$ cat src/rtl/seg7_pkg.sv
// seg7_pkg: shared constants, capture-state type and segment decode table
// for the 7-segment scan reader. Patterns are listed a..g, active-low,
// so index 0 of a seg_t is segment a.
package seg7_pkg;
    localparam int SEG_W = 7;
    typedef logic [0:SEG_W-1] seg_t;
    typedef enum logic [1:0] {IDLE, SETTLE, HOLD} cap_state_e;
    localparam seg_t SEG7_DECODE [16] = '{
        7'b0000001, 7'b1001111, 7'b0010010, 7'b0000110,
        7'b1001100, 7'b0100100, 7'b0100000, 7'b0001111,
        7'b0000000, 7'b0000100, 7'b0001000, 7'b1100000,
        7'b0110001, 7'b1000010, 7'b0110000, 7'b0111000
    };
endpackage

$ cat src/rtl/seg7_pattern_decode.sv
// seg7_pattern_decode: reverse lookup of an active-low a..g pattern to a hex nibble.
//   seg_n_i   in  [0:6] segments a..g, active-low
//   nibble_o  out [3:0] decoded value, 0 when the pattern is not a hex glyph
//   illegal_o out       pattern matched no table entry
module seg7_pattern_decode
    import seg7_pkg::*;
(
    input  logic [0:SEG_W-1] seg_n_i,
    output logic [3:0]       nibble_o,
    output logic             illegal_o
);
    always_comb begin
        nibble_o  = '0;
        illegal_o = 1'b1;
        for (int i = 0; i < 16; i++)
            if (seg_n_i == SEG7_DECODE[i]) begin
                nibble_o  = 4'(i);
                illegal_o = 1'b0;
            end
    end
endmodule

$ cat src/rtl/seg7_scan_reader.sv
// seg7_scan_reader: recovers the hex frame shown on a multiplexed active-low
// 7-segment bus and hands it out with a valid/ready handshake.
//   clk_i, rst_ni         clock, asynchronous active-low reset
//   seg_n_i [0:6]         segments a..g, active-low
//   dig_n_i [NDIG]        digit selects, active-low
//   out_ready_i           consumer accepts when out_valid_o is high
//   out_value_o [4*NDIG]  decoded frame, digit k in [4k+3:4k]
//   out_err_o [NDIG]      digit k showed an unrecognised pattern
//   out_valid_o           frame available
//   overflow_o            sticky: a completed frame was dropped
// Optional macro SEG7_DP_EN adds dp_n_i (decimal point, active-low) and out_dp_o [NDIG].
module seg7_scan_reader
    import seg7_pkg::*;
#(
    parameter int NDIG       = 4,
    parameter int STABLE_CYC = 4
) (
    input  logic              clk_i,
    input  logic              rst_ni,
    input  logic [0:SEG_W-1]  seg_n_i,
    input  logic [NDIG-1:0]   dig_n_i,
`ifdef SEG7_DP_EN
    input  logic              dp_n_i,
    output logic [NDIG-1:0]   out_dp_o,
`endif
    input  logic              out_ready_i,
    output logic [4*NDIG-1:0] out_value_o,
    output logic [NDIG-1:0]   out_err_o,
    output logic              out_valid_o,
    output logic              overflow_o
);
    localparam int CW = $clog2(STABLE_CYC + 1);
    // The decimal point, when present, rides in the low bit of the synchronised pin bus
    // so it takes part in the stability comparison for free.
`ifdef SEG7_DP_EN
    localparam int PW = SEG_W + 1;
    logic [PW-1:0] pin;
    assign pin = {seg_n_i, dp_n_i};
`else
    localparam int PW = SEG_W;
    logic [PW-1:0] pin;
    assign pin = seg_n_i;
`endif
    logic [PW-1:0]     pin_s1_q, pin_s2_q, pin_prev_q;
    logic [NDIG-1:0]   dig_s1_q, dig_s2_q, dig_prev_q;
    cap_state_e        state_q, state_d;
    logic [CW-1:0]     cnt_q, cnt_d, run;
    logic [NDIG-1:0]   mask_q, mask_d, err_q, err_d, out_err_q, out_err_d, sel;
    logic [4*NDIG-1:0] val_q, val_d, out_value_q, out_value_d;
    logic              out_valid_q, out_valid_d, overflow_q, overflow_d;
    logic              sample_ok, same, keep, cap, done, load;
    logic [0:SEG_W-1]  seg_s;
    logic [3:0]        nibble;
    logic              illegal;

    assign seg_s = pin_s2_q[PW-1 -: SEG_W];

    seg7_pattern_decode u_dec (
        .seg_n_i   (seg_s),
        .nibble_o  (nibble),
        .illegal_o (illegal)
    );

    always_comb begin
        sel        = ~dig_s2_q;
        sample_ok  = $onehot(sel);
        same       = {pin_s2_q, dig_s2_q} == {pin_prev_q, dig_prev_q};
        // An unchanged sample while holding must not capture again.
        keep       = state_q == HOLD && same;
        run        = (state_q == SETTLE && same) ? cnt_q + CW'(1) : CW'(1);
        cap        = sample_ok && !keep && run == CW'(STABLE_CYC);
        state_d    = !sample_ok ? IDLE : (keep || cap) ? HOLD : SETTLE;
        cnt_d      = !sample_ok ? '0 : keep ? cnt_q : run;
        done       = cap && &(mask_q | sel);
        mask_d     = done ? '0 : cap ? mask_q | sel : mask_q;
        load       = done && (!out_valid_q || out_ready_i);
        val_d      = val_q;
        err_d      = err_q;
        for (int k = 0; k < NDIG; k++)
            if (cap && sel[k]) begin
                val_d[4*k +: 4] = nibble;
                err_d[k]        = illegal;
            end
        out_value_d = load ? val_d : out_value_q;
        out_err_d   = load ? err_d : out_err_q;
        out_valid_d = load || (out_valid_q && !out_ready_i);
        overflow_d  = overflow_q || (done && out_valid_q && !out_ready_i);
    end

    always_ff @(posedge clk_i or negedge rst_ni) begin
        if (!rst_ni) begin
            pin_s1_q    <= '1;
            pin_s2_q    <= '1;
            pin_prev_q  <= '1;
            dig_s1_q    <= '1;
            dig_s2_q    <= '1;
            dig_prev_q  <= '1;
            state_q     <= IDLE;
            cnt_q       <= '0;
            mask_q      <= '0;
            val_q       <= '0;
            err_q       <= '0;
            out_value_q <= '0;
            out_err_q   <= '0;
            out_valid_q <= 1'b0;
            overflow_q  <= 1'b0;
        end else begin
            pin_s1_q    <= pin;
            pin_s2_q    <= pin_s1_q;
            pin_prev_q  <= pin_s2_q;
            dig_s1_q    <= dig_n_i;
            dig_s2_q    <= dig_s1_q;
            dig_prev_q  <= dig_s2_q;
            state_q     <= state_d;
            cnt_q       <= cnt_d;
            mask_q      <= mask_d;
            val_q       <= val_d;
            err_q       <= err_d;
            out_value_q <= out_value_d;
            out_err_q   <= out_err_d;
            out_valid_q <= out_valid_d;
            overflow_q  <= overflow_d;
        end
    end

    assign out_value_o = out_value_q;
    assign out_err_o   = out_err_q;
    assign out_valid_o = out_valid_q;
    assign overflow_o  = overflow_q;

`ifdef SEG7_DP_EN
    logic [NDIG-1:0] dp_q, dp_d, out_dp_q;
    always_comb begin
        dp_d = dp_q;
        for (int k = 0; k < NDIG; k++)
            if (cap && sel[k]) dp_d[k] = ~pin_s2_q[0];
    end
    always_ff @(posedge clk_i or negedge rst_ni) begin
        if (!rst_ni) begin
            dp_q     <= '0;
            out_dp_q <= '0;
        end else begin
            dp_q     <= dp_d;
            out_dp_q <= load ? dp_d : out_dp_q;
        end
    end
    assign out_dp_o = out_dp_q;
`endif
endmodule

$ cat config.mk
export PLATFORM = sky130hd
export DESIGN_NAME = seg7_scan_reader
export DESIGN_NICKNAME = d
export VERILOG_FILES = /design/src/rtl/seg7_pkg.sv /design/src/rtl/seg7_pattern_decode.sv /design/src/rtl/seg7_scan_reader.sv
export SDC_FILE = /design/constraint.sdc
export NUM_CORES = 1
export LEC_CHECK = 0
export ABC_CLOCK_PERIOD_IN_PS = 6500
export BUFFER_PORTS_ARGS = -buffer_cell sky130_fd_sc_hd__buf_4
export CAP_MARGIN = 25
export CORE_MARGIN = 2
export CORE_UTILIZATION = 35
export DETAILED_ROUTE_END_ITERATION = 6
export PLACE_DENSITY = 0.58
export SLEW_MARGIN = 20
export SYNTH_ARGS = -nofsm -noshare
export SYNTH_HDL_FRONTEND = slang
export SYNTH_HIERARCHICAL = 1
export SYNTH_SLANG_ARGS = --single-unit
$ cat constraint.sdc
create_clock -name clk_i -period 6.5 [get_ports clk_i]
set_input_delay 0.325 -clock clk_i [delete_from_list [all_inputs] [get_ports clk_i]]
set_output_delay 0.325 -clock clk_i [all_outputs]
set_load 0.1 [all_outputs]
# After elaboration in Yosys (flattened, before gate mapping)
# Index checks and enable logic that the tools add are counted.
# op_classes
n_addsub	4
multipliers	0
div	0
magnitude_cmp	0
n_eq_ne	21
shift	0
mux	46
bitwise_logic	2
reduce_logical	23
# op_table
cell	count
4-bit two-way mux	14
7-bit by 6-bit equality test with 1-bit output (second input constant)	5
7-bit equality test (second input constant)	4
1-bit two-way mux	21
3-bit two-way mux	7
7-bit by 3-bit equality test with 1-bit output (second input constant)	2
7-bit by 4-bit equality test with 1-bit output (second input constant)	2
1-bit logical AND	13
11-bit equality test	1
2-bit two-way mux	4
7-bit by 1-bit equality test with 1-bit output (second input constant)	1
7-bit by 5-bit equality test with 1-bit output (second input constant)	1
7-bit logical NOT	1
1-bit by 1-bit adder with 2-bit output	2
1-bit logical OR	4
4-bit NOT	1
4-bit bitwise OR	1
4-bit AND reduction	1
2-bit by 2-bit adder with 3-bit output	1
3-bit by 1-bit adder with 3-bit output (second input constant)	1
3-bit by 1-bit equality test with 1-bit output (second input constant)	1
3-bit equality test (second input constant)	1
1-bit logical NOT	3
2-bit by 1-bit equality test with 1-bit output (second input constant)	1
other kinds (3)	3
# word_totals
reg_bits	84
latch_bits	0
ram_bits	0
rom_bits	0
inputBits	14
output_inout_bits	22
word_cells	111
n_memories	0

# Logic depth before layout (Yosys ltp)
# depth
word_depth	18
mapped_depth	10
ltp_nobuf	9

# By module
# The synthesis kept the hierarchy.
# by_module_without_submodules
mod	instances	cells_per_inst	area_per_inst_um2	seq_area_each_um2
seg7_scan_reader	1	211	3318.2	2143.3
seg7_pattern_decode	1	64	420.4	0.0

# Worst setup path before layout
# Ideal clock, no wire load.
# synth_path
kind	reg2reg
start	register dig_s2_q[0]
end	register out_err_q[0], in the netlist out_err_o[0]
setup_time_ns	0.125
t_arrival_ns	2.994
t_required_ns	6.375
slack_ns	3.380
stages_incl_launch_ff	11
n_path_buf	1
period_less_slack_ns	3.120
cell_sequence	dfstp_2 > fa_1 > inv_1 > ha_1 > ha_1 > nor3b_2 > nand4b_1 > or4_4 > nor2_4 > buf_6 > mux2_2
# synth_between
elab_chain_len	8
elab_cells_between_ends	18
classes_between	add/sub: 2; eq/ne: 3; mux: 2; bitwise: 2; reduce/logical: 9
# synth_lines
item	line_no	source
start: declaration	seg7_scan_reader.sv:45	logic [NDIG-1:0] dig_s1_q, dig_s2_q, dig_prev_q;
start signal: assignment	seg7_scan_reader.sv:112	dig_s2_q <= dig_s1_q;
4-bit NOT	seg7_scan_reader.sv:65	sel = ~dig_s2_q;
1-bit by 1-bit adder with 2-bit output (implied by the code)	seg7_scan_reader.sv:66	sample_ok = $onehot(sel);
2-bit by 2-bit adder with 3-bit output (implied by the code)	seg7_scan_reader.sv:66	
3-bit by 1-bit equality test with 1-bit output	seg7_scan_reader.sv:66	
1-bit logical AND (2 in a row)	seg7_scan_reader.sv:71	cap = sample_ok && !keep && run == CW'(STABLE_CYC);
1-bit logical AND, on equally long branches	seg7_scan_reader.sv:80, seg7_scan_reader.sv:74	
1-bit two-way mux / 1-bit logical AND (equally long branches)	seg7_scan_reader.sv:80, seg7_scan_reader.sv:76	
end signal: assignment	seg7_scan_reader.sv:120	out_err_q <= out_err_d;
end: declaration	seg7_scan_reader.sv:48	logic [NDIG-1:0] mask_q, mask_d, err_q, err_d, out_err_q, out_err_d, sel;
# Several ways; a longest one is shown, not always the timed one.
# A chain may end at the register's enable or synchronous reset.

# Worst setup path after layout
# layout_path
start	register dig_s2_q[1]
end	register out_value_q[14], in the netlist out_value_o[14]
# layout_between
elab_chain_len	8
elab_cells_between_ends	18
classes_between	add/sub: 2; eq/ne: 3; mux: 2; bitwise: 2; reduce/logical: 9
# layout_lines
item	line_no	source
4-bit NOT	seg7_scan_reader.sv:65	
1-bit by 1-bit adder with 2-bit output (implied by the code)	seg7_scan_reader.sv:66	
2-bit by 2-bit adder with 3-bit output (implied by the code)	seg7_scan_reader.sv:66	
3-bit by 1-bit equality test with 1-bit output	seg7_scan_reader.sv:66	
1-bit logical AND (2 in a row)	seg7_scan_reader.sv:71	
1-bit logical AND, on equally long branches	seg7_scan_reader.sv:80, seg7_scan_reader.sv:74	
4-bit two-way mux / 1-bit logical AND (equally long branches)	seg7_scan_reader.sv:80, seg7_scan_reader.sv:76	
end signal: assignment	seg7_scan_reader.sv:119	out_value_q <= out_value_d;
end: declaration	seg7_scan_reader.sv:49	logic [4*NDIG-1:0] val_q, val_d, out_value_q, out_value_d;
# Several ways; a longest one is shown, not always the timed one.

==> implementation parameters <==
Parameter                              Value

Worst setup path
  Beginning of the worst register-to-register path ... dig_s2_q[1]$_DFF_PN1_
  Type of origin of the critical path ... register
  Cell with the largest stage delay on the worst path ... sky130_fd_sc_hd__dfstp_2
  Number of buffers and inverters on the critical path ... 1
  Timing startpoint of the critical path ... dig_s2_q[1]$_DFF_PN1_
  Category of the critical setup timing path ... register to register
  Cell family with the largest share of critical-path delay ... simple AND/OR/NAND/NOR gates
  Delay contributed by the slowest stage of the critical path ... 690 ps
  Required time at the worst-slack endpoint ... 6740 ps
  CP Cell Sequence ... fa_1 > inv_1 > ha_1 > ha_1 > nor3b_2 > nand4b_1 > or4_4 > nor2_4 > mux2_2
  CP dominant cell by count ... sky130_fd_sc_hd__ha_1
  Crit path capture type ... register
  CP Data Arrival Time ... 4020 ps
  Peak fanout along the critical path ... 20

Die
  Starting utilization of the core area ... 0.361
  Area of the die ... 11,500 um2
  Core Rows ... 37
  Std-Cell Core Area ... 10,400 um2
  Vert. Die Dim ... 107 um
  Number of top-level pins ... 36
  Floorplan die width ... 107 um

Global route
  Total grt overflow ... 0
  Overall track demand over capacity in global routing ... 0.128
  Number of antenna violations at the first check in global routing ... 0
  Global-route wire length before repair ... 11,200 um
  Pin count of the biggest net entering global routing ... 85
  Number of global-route vias before repair ... 2,153

Synth
  Share of flip-flops with an asynchronous set or reset after synthesis ... 1.00
  Most common flop cell mapped by yosys ... sky130_fd_sc_hd__dfrtp_1
  Post-synthesis average cell area ... 13.6 um2
  Post-synthesis cell type count ... 45
  Dominant cells by area after synthesis ... sky130_fd_sc_hd__dfrtp_1, sky130_fd_sc_hd__dfstp_2, sky130_fd_sc_hd__mux2_2
  Leading area contributor after synthesis ... sky130_fd_sc_hd__dfrtp_1
  Post-synth top area share ... 0.341
  Synthesis warning total ... 6
  Cells after synthesis ... 275
  Fraction of the yosys area taken by sequential cells ... 0.573
  Post-Synthesis Net Count ... 293
  Number of enable flip-flop cells after synthesis ... 0
  Synthesized flop and latch total ... 84
  Combined area of all synthesized cells ... 3740 um2

Timing
  Highest attainable clock frequency ... 0.264 GHz
  Unrepaired setup endpoints after global routing ... false
  Pins over their slew limit ... 0
  Slew @ Worst Pin ... 1010 ps
  Accumulated negative setup slack ... 0 ps
  Final Hold Viols ... 0
  Final worst-path cycle share ... 0.582
  Post-route clock skew ... 12.1 ps
  Clock period minus final worst setup slack ... 3780 ps
  Number of setup violations in the final report ... 0
  Max-slew headroom at the worst pin ... 0.324

Clocking
  Buffer cell driving the clock tree root ... sky130_fd_sc_hd__clkbuf_8
  TritonCTS clock tree ... built
  Hold-fix buffers at CTS ... 0
  Clock latency on the worst-skew pair ... 360 ps
  Number of gates resized after cts ... 0
  Number of clock buffers inserted by TritonCTS ... 9
  Clock Sinks ... 84
  Total number of H-tree levels ... 3
  Clock transition time at the flip-flop clock pins of the worst setup and hold paths ... 90 ps
  Number of buffers added for setup after CTS ... 0
  Max clock buf depth ... 2

Placement
  Count of input and output buffers ... 35
  Number of cells after detailed placement ... 433
  Post-detailed-placement half-perimeter wirelength ... 4370 um
  Weighted congestion at the end of routability-driven global placement ... 0.714

Detailed routing
  Vias per Instance ... 4.84
  Count of vias placed by the detailed router ... 2,173
  Routed len/inst ... 15.0 um
  Number of DRC markers in iteration 0 ... 61
  Number of DRC violations after detailed routing ... 0
  First-pass iteration count of the detailed router ... 4
  Routed WL ... 6720 um
  Remaining antenna violation count ... 0

Layout
  Commonest non-fill, non-tap cells in the layout ... sky130_fd_sc_hd__mux2_2, sky130_fd_sc_hd__dfrtp_1, sky130_fd_sc_hd__buf_4
  Net count of the finished layout ... 326
  Post-route core utilization ... 0.413
  Share of cells above drive strength 1 ... 0.495
  Filler Cells Inserted ... 1,010
  Number of standard cells in the layout, taps in and fillers out ... 449
  Layout Area Growth over Synthesis ... 14.5%
  Most common library cell in the layout ignoring fill and taps ... sky130_fd_sc_hd__mux2_2
  Count of antenna diodes in the layout ... 0

Status
  Status ... complete, no violations

Job
  Max capacitance violation total ... 0

Power
  Pwr/cell area ... 228 nW/um2
  Static leakage ... 1.93 nW
  Peak VDD IR ... 0.129 mV
  Power Total ... 976 uW

Hold path
  Classification of the worst-slack hold path ... input port to asynchronous set/reset pin
==> metrics by stage <==
step / area, um2 / setup WS (ps) / hold WS (ps)
after global routing: 4280 / 2460 / 29.4
after global placement: 4090 / 2820 / 347
after detailed placement: 4090 / 2700 / 347
after floorplan: 3740 / 3380 / 29.4
final: 4280 / 2720 / 13.8
after CTS: 4280 / 2670 / 41.6
==> synth_stat cells (2+ instances only) <==
cell type / count
sky130_fd_sc_hd__nor4b_1: 2
sky130_fd_sc_hd__inv_1: 5
sky130_fd_sc_hd__nor4_1: 3
sky130_fd_sc_hd__nand2_1: 13
sky130_fd_sc_hd__nor3_1: 5
sky130_fd_sc_hd__nand3_1: 6
sky130_fd_sc_hd__nand4b_1: 2
sky130_fd_sc_hd__ha_1: 3
sky130_fd_sc_hd__nor2_4: 5
sky130_fd_sc_hd__o211ai_1: 5
sky130_fd_sc_hd__o21bai_1: 2
sky130_fd_sc_hd__xnor2_1: 12
sky130_fd_sc_hd__nor2_1: 6
sky130_fd_sc_hd__dfstp_2: 33
sky130_fd_sc_hd__clkbuf_1: 2
sky130_fd_sc_hd__mux2_2: 60
sky130_fd_sc_hd__a22oi_1: 3
sky130_fd_sc_hd__dfrtp_1: 51
sky130_fd_sc_hd__nor3b_1: 3
sky130_fd_sc_hd__nand4_1: 2
sky130_fd_sc_hd__buf_6: 3
sky130_fd_sc_hd__buf_2: 7
sky130_fd_sc_hd__xor2_1: 2
sky130_fd_sc_hd__o21a_1: 5
sky130_fd_sc_hd__a21oi_1: 5
sky130_fd_sc_hd__nor2b_1: 5
sky130_fd_sc_hd__nand2b_1: 7
==> final cells by class <==
cell class / instances / area (um2) / area share
sequential: 84 / 2140 / 0.501
multi-input combinational: 173 / 1490 / 0.349
timing repair buffer: 35 / 267 / 0.0622
tap: 136 / 170 / 0.0397
clock buffer: 10 / 138 / 0.0321
clock inverter: 6 / 52.6 / 0.0123
inverter: 5 / 18.8 / 0.00438
==> worst register-to-register path: stages (launching register included) <==
cell	delay, ps
sky130_fd_sc_hd__dfstp_2	690
sky130_fd_sc_hd__fa_1	450
sky130_fd_sc_hd__inv_1	60
sky130_fd_sc_hd__ha_1	130
sky130_fd_sc_hd__ha_1	250
sky130_fd_sc_hd__nor3b_2	240
sky130_fd_sc_hd__nand4b_1	200
sky130_fd_sc_hd__or4_4	690
sky130_fd_sc_hd__nor2_4	540
sky130_fd_sc_hd__mux2_2	410
==> cells by family after synthesis <==
kind of cell / synth area share
compound gates: 0.0515
xor+xnor: 0.0328
fa+ha+maj: 0.0154
buf+inv: 0.0274
flops: 0.573
mux: 0.181
simple gates: 0.119
==> flip-flops by register name (all words and copies together) (netlist names), 3 cells and up <==
register / cells
pin_s2_q: 7
mask_q: 4
pin_s1_q: 7
dig_s1_q: 4
dig_prev_q: 4
out_err_o: 4
cnt_q: 3
err_q: 4
out_value_o: 16
val_q: 16
dig_s2_q: 4
pin_prev_q: 7
==> path summary, 6_finish.rpt <==
path | slack [ps] | to | depth (start not counted)
worst max-delay path | 2720 | out_value_o[14]$_DFFE_PN0P_ | 9
worst min-delay path | 10 | out_value_o[8]$_DFFE_PN0P_ | 1
worst max register to register | 2720 | out_value_o[14]$_DFFE_PN0P_ | 9
worst min register to register | 360 | dig_s2_q[2]$_DFF_PN1_ | 0
max in group asynchronous | 6000 | state_q[0]$_DFF_PN0_ | 1
min in group clk_i | 70 | pin_s1_q[1]$_DFF_PN1_ | 1
==> power by group <==
part / internal, mW / switching (mW) / total, mW
registers: 0.544 / 0.0196 / 0.564
logic: 0.0281 / 0.0313 / 0.0595
clock network: 0.156 / 0.198 / 0.353
==> metal layers <==
| metal | vias to the layer above | share of wire | global-route usage |
|---|---|---|---|
| li1 | 1045 | - | - |
| met1 | 1085 | 0.48 | 0.180 |
| met2 | 33 | 0.46 | 0.185 |
| met3 | 10 | 0.034 | 0.0393 |
| met4 | 0 | 0.021 | 0.0513 |
| met5 | - | 0 | 0 |
(Power assumes the default switching activity.)
